==> src/rtl/ixu_wb_arbiter.sv <==
// Three-lane IXU writeback arbiter onto a single register-file write port.
// Perf counters are built only when IXU_WB_ARB_PERF_EN is defined.
module ixu_wb_arbiter (
   input  logic        clk,
   input  logic        rst,
   input  logic [2:0]  lane_wr_en,
   input  logic [14:0] lane_rd,
   input  logic [95:0] lane_data,
   output logic        rf_wr_en,
   output logic [4:0]  rf_rd,
   output logic [31:0] rf_data,
   output logic [1:0]  rf_lane,
   output logic        stall,
   output logic [15:0] perf_stall_cnt,
   output logic [15:0] perf_wr_conflict_cnt
);

   logic [2:0]  hold_valid;
   logic [4:0]  hold_rd   [3];
   logic [31:0] hold_data [3];
   logic [1:0]  rr_ptr;

   logic [4:0]  in_rd   [3];
   logic [31:0] in_data [3];
   logic [2:0]  elig;
   logic [2:0]  survive;
   logic [2:0]  cand;
   logic [1:0]  o0, o1, o2;
   logic        gnt_valid;
   logic [1:0]  gnt_lane;
   logic [2:0]  gnt_onehot;
   logic [4:0]  gnt_rd;
   logic [31:0] gnt_data;

   assign stall = |hold_valid;

   always_comb begin
      for (int k = 0; k < 3; k++) begin
         in_rd[k]   = lane_rd[5*k +: 5];
         in_data[k] = lane_data[32*k +: 32];
         elig[k]    = lane_wr_en[k] && (lane_rd[5*k +: 5] != 5'd0);
      end
   end

   // Same-rd collisions resolve toward the highest-numbered lane.
   always_comb begin
      survive[2] = elig[2];
      survive[1] = elig[1] && !(elig[2] && (in_rd[2] == in_rd[1]));
      survive[0] = elig[0] && !(elig[1] && (in_rd[1] == in_rd[0]))
                           && !(elig[2] && (in_rd[2] == in_rd[0]));
   end

   always_comb begin
      cand = stall ? hold_valid : survive;
      case (rr_ptr)
         2'd1:    begin o0 = 2'd1; o1 = 2'd2; o2 = 2'd0; end
         2'd2:    begin o0 = 2'd2; o1 = 2'd0; o2 = 2'd1; end
         default: begin o0 = 2'd0; o1 = 2'd1; o2 = 2'd2; end
      endcase
      gnt_valid = 1'b1;
      gnt_lane  = o0;
      if (cand[o0])      gnt_lane = o0;
      else if (cand[o1]) gnt_lane = o1;
      else if (cand[o2]) gnt_lane = o2;
      else               gnt_valid = 1'b0;
      gnt_onehot = gnt_valid ? (3'b001 << gnt_lane) : 3'b000;
      gnt_rd     = stall ? hold_rd[gnt_lane]   : in_rd[gnt_lane];
      gnt_data   = stall ? hold_data[gnt_lane] : in_data[gnt_lane];
   end

   always_ff @(posedge clk) begin
      if (rst) begin
         hold_valid <= 3'b000;
         rr_ptr     <= 2'd0;
         rf_wr_en   <= 1'b0;
         rf_rd      <= 5'd0;
         rf_data    <= 32'd0;
         rf_lane    <= 2'd0;
      end else begin
         if (stall) hold_valid <= hold_valid & ~gnt_onehot;
         else       hold_valid <= survive & ~gnt_onehot;
         rf_wr_en <= gnt_valid;
         if (gnt_valid) begin
            rf_rd   <= gnt_rd;
            rf_data <= gnt_data;
            rf_lane <= gnt_lane;
            rr_ptr  <= (gnt_lane == 2'd2) ? 2'd0 : gnt_lane + 2'd1;
         end
      end
   end

   // Payload needs no reset; the valid bits alone qualify it.
   always_ff @(posedge clk) begin
      if (!stall) begin
         for (int k = 0; k < 3; k++) begin
            hold_rd[k]   <= in_rd[k];
            hold_data[k] <= in_data[k];
         end
      end
   end

`ifdef IXU_WB_ARB_PERF_EN
   logic        conflict;
   logic [15:0] stall_cnt_q;
   logic [15:0] conflict_cnt_q;

   assign conflict = |(elig & ~survive);

   always_ff @(posedge clk) begin
      if (rst) begin
         stall_cnt_q    <= 16'd0;
         conflict_cnt_q <= 16'd0;
      end else begin
         if (stall && (stall_cnt_q != 16'hFFFF))
            stall_cnt_q <= stall_cnt_q + 16'd1;
         if (!stall && conflict && (conflict_cnt_q != 16'hFFFF))
            conflict_cnt_q <= conflict_cnt_q + 16'd1;
      end
   end

   assign perf_stall_cnt       = stall_cnt_q;
   assign perf_wr_conflict_cnt = conflict_cnt_q;
`else
   assign perf_stall_cnt       = 16'd0;
   assign perf_wr_conflict_cnt = 16'd0;
`endif

endmodule

==> config.mk <==
export PLATFORM = sky130hd
export DESIGN_NAME = ixu_wb_arbiter
export DESIGN_NICKNAME = d
export VERILOG_FILES = /design/src/rtl/ixu_wb_arbiter.sv
export SDC_FILE = /design/constraint.sdc
export NUM_CORES = 1
export LEC_CHECK = 0
export CAP_MARGIN = 20
export CORE_MARGIN = 3
export CORE_UTILIZATION = 52
export CTS_CLUSTER_SIZE = 16
export DETAILED_ROUTE_END_ITERATION = 10
export PLACE_DENSITY = 0.91
export SLEW_MARGIN = 20
export SYNTH_ARGS = -nofsm -noshare
export SYNTH_HDL_FRONTEND = slang
export SYNTH_SLANG_ARGS = --single-unit
==> constraint.sdc <==
create_clock -name clk -period 13.55 [get_ports clk]
set_input_delay 1.355 -clock clk [delete_from_list [all_inputs] [get_ports clk]]
set_output_delay 1.355 -clock clk [all_outputs]
set_load 0.03 [all_outputs]
==> results.ini <==
[clocking]
cts_setup_buffers=0
post_cts_resized=0
cts_hold_buf=0
root_buffer=clkbuf_16
clockBufferDepth=2
clock_sinks=156
cts_tree=done
htreeDepth=4
path_clk_slew_ns=0.06
cts_made_buffers=17
insertion_delay_ns=0.42

[die]
core_sq_mm=0.0129
io_pins=189
dieArea_sq_mm=0.0150
initial_utilization_pct=54.5
fp.dieH_um=122
die_w_um=122
rows=41

[yosys]
ys_ff_latch=156
yosysSeqAreaShare_pct=60.1
synth_warnings=0
ys_async_sr_fraction_pct=0
synth.area.top_cells=edfxtp_1 (47%), dfxtp_1 (13%), mux2i_1 (11%), a211o_1 (4.6%), o211ai_1 (4.4%)
postSynthAreaPerCell_sq_um=13.1
syn_inst=536
syn_area_sq_mm=0.00704
post-synth-top-count-cell=edfxtp_1
ys.flop_type=edfxtp_1
synth_top_area_share_pct=47.4
synth-edff-count=111
synthDistinctLibCells=49
yosysTopAreaCell=edfxtp_1
synth_common_cells=edfxtp_1 (111), mux2i_1 (74), nor2_1 (46), dfxtp_1 (45), o211ai_1 (41)

[layout]
final_net_count=799
drive_above_1_share_pct=5.06
area_growth_pct=29.6
diodes=0
nFillCells=860
fin_area_sq_mm=0.00913
seq_area_sq_mm=0.00423
multiInputGateArea_sq_mm=0.00251

[worst_setup_path]
cp.arrival_ns=5.45
worst_setup_path_start_kind=primary input
end_kind=register
path_max_fanout=78
crit_type=primary input to register
worstPathRequired_ns=13.86
ff2ff_path_depth=9

[sta]
period_needed_ns=5.14
setup_viol=0
fin_setup_tns_ns=0
rsz0062_at_grt=false
worst_pin_slew_ns=0.968
slew_viol_final=0
hold_violations=0
period_share_pct=38.0
maxSlewHeadroom_pct=35.4
skew_ns=0.0103
holdWs_ns=0.516
fmax_ghz=0.194

[pwr]
internal-power_uw=1420
p_switching_uw=830
combPwrFrac_pct=41.8
clock_power_share_pct=19.2
p_seq_share_pct=39.0
p_leak_uw=0.00354
power_density_mw_per_mm2=247
ir_worst_vdd_mv=0.167
power_switching_share_pct=36.9

[routing]
postRouteAntennaNets=0
dr.pass1.iters=7
wl_um=17400
wire_per_inst_um=20.1
via_count=5186
drcViolationCount=0
drt_iter0_drc=534
vias_per_cell=6.00

[global_routing]
antenna_found_initial=0
grt_pass1_vias=5263
grt_overflow_total=0
grt_max_degree=79
grt_usage_pct=23.2
grt_pass1_wl_um=26600

[hold_path]
hold_depth=2
hp-class=register to register

[outcome]
status=finished, final reports clean

[placed_design]
numPortBuffers=156
dpl.hpwl_um=11300
gp_congestion=0.925
placed_cell_area_sq_mm=0.00860

[job]
drv_cap=0

## flip-flops by register name, summed over array words and instances, names as in the netlist
signal and cells:
hold_rd 15, rf_rd 5, rr_ptr 2, hold_data 96, hold_valid 3, rf_data 32
rf_lane 2, rf_wr_en 1
## placed cells by master, fill, tap and decap left out, types with 4 or more instances in the layout
cell and instances:
nor3_1 4, xnor2_1 7, mux2i_1 74, conb_1 32, clkbuf_1 7, a21oi_1 6, clkdlybuf4s50_1 156, nor2_1 46
nand2_1 4, clkbuf_16 17, dfxtp_1 45, buf_4 7, inv_1 5, o211ai_1 41, edfxtp_1 111, a211o_1 37
or3_1 4, xor2_1 8, a22oi_1 37
## per-layer routing
layer	part of all wire, %	vias up	GRT usage [%]
met5	0	-	0
met4	2.7	0	10.1
met3	8.9	55	5.85
met1	38	2509	28.7
met2	50	311	38.8
li1	-	2311	-
## power groups by stage
stage | clock network [uW] | registers [uW] | logic [uW]
3_3_place_gp | 0 | 872 | 902
3_5_place_dp | 0 | 885 | 936
5_1_grt | 455 | 899 | 1010
2_1_floorplan | 0 | 951 | 599
4_1_cts | 436 | 879 | 943
6_report | 431 | 878 | 941
## worst max-delay path: stages
cell and delay [ns]:
clkdlybuf4s50_1 0.52, or3_1 0.48, o31a_1 0.31, a32oi_1 0.35
a221oi_1 0.18, o31ai_4 0.09, buf_4 0.67, nand3_2 0.96
o211ai_1 0.51
## kinds of logic (layout without fill, tap and decap cells)
group / count (synthesis) / in the layout / share of synthesized area, %
compound gates: 140 / 140 / 15.6
simple gates: 74 / 74 / 5.07
mux: 74 / 74 / 10.5
fa+ha+maj: 2 / 2 / 0.355
buf+inv: 74 / 199 / 6.35
flops: 156 / 156 / 60.1
other cells: 1 / 32 / 0.0533
xor+xnor: 15 / 15 / 1.87
## final cells by class
cell class / count / share of cell area [%]
Clock buffer: 26 / 5.25
Sequential cell: 156 / 46.4
Tap cell: 172 / 2.36
Clock inverter: 4 / 0.507
Multi-Input combinational cell: 337 / 27.5
Timing Repair Buffer: 163 / 17.7
Inverter: 6 / 0.274
## worst paths after layout
check	start	endpoint	slack [ns]
max	lane_rd[10]	rf_rd[1]	8.41
min	rr_ptr[0]	rr_ptr[0]	0.52
max reg2reg	hold_valid[2]	rf_rd[1]	8.83
min reg2reg	rr_ptr[0]	rr_ptr[0]	0.52
## through the flow
step | cells | setup WS (ns) | power [uW] | util, %
2_1_floorplan | 567 | 8.08 | 1550 | -
3_3_place_gp | 834 | 8.22 | 1770 | 66.5
3_5_place_dp | 834 | 8.04 | 1820 | 66.5
4_1_cts | 864 | 8.48 | 2260 | 70.6
5_1_grt | 864 | 8.20 | 2370 | 70.6
6_report | 864 | 8.41 | 2250 | 70.6
Power figures use the tool's default switching activity.
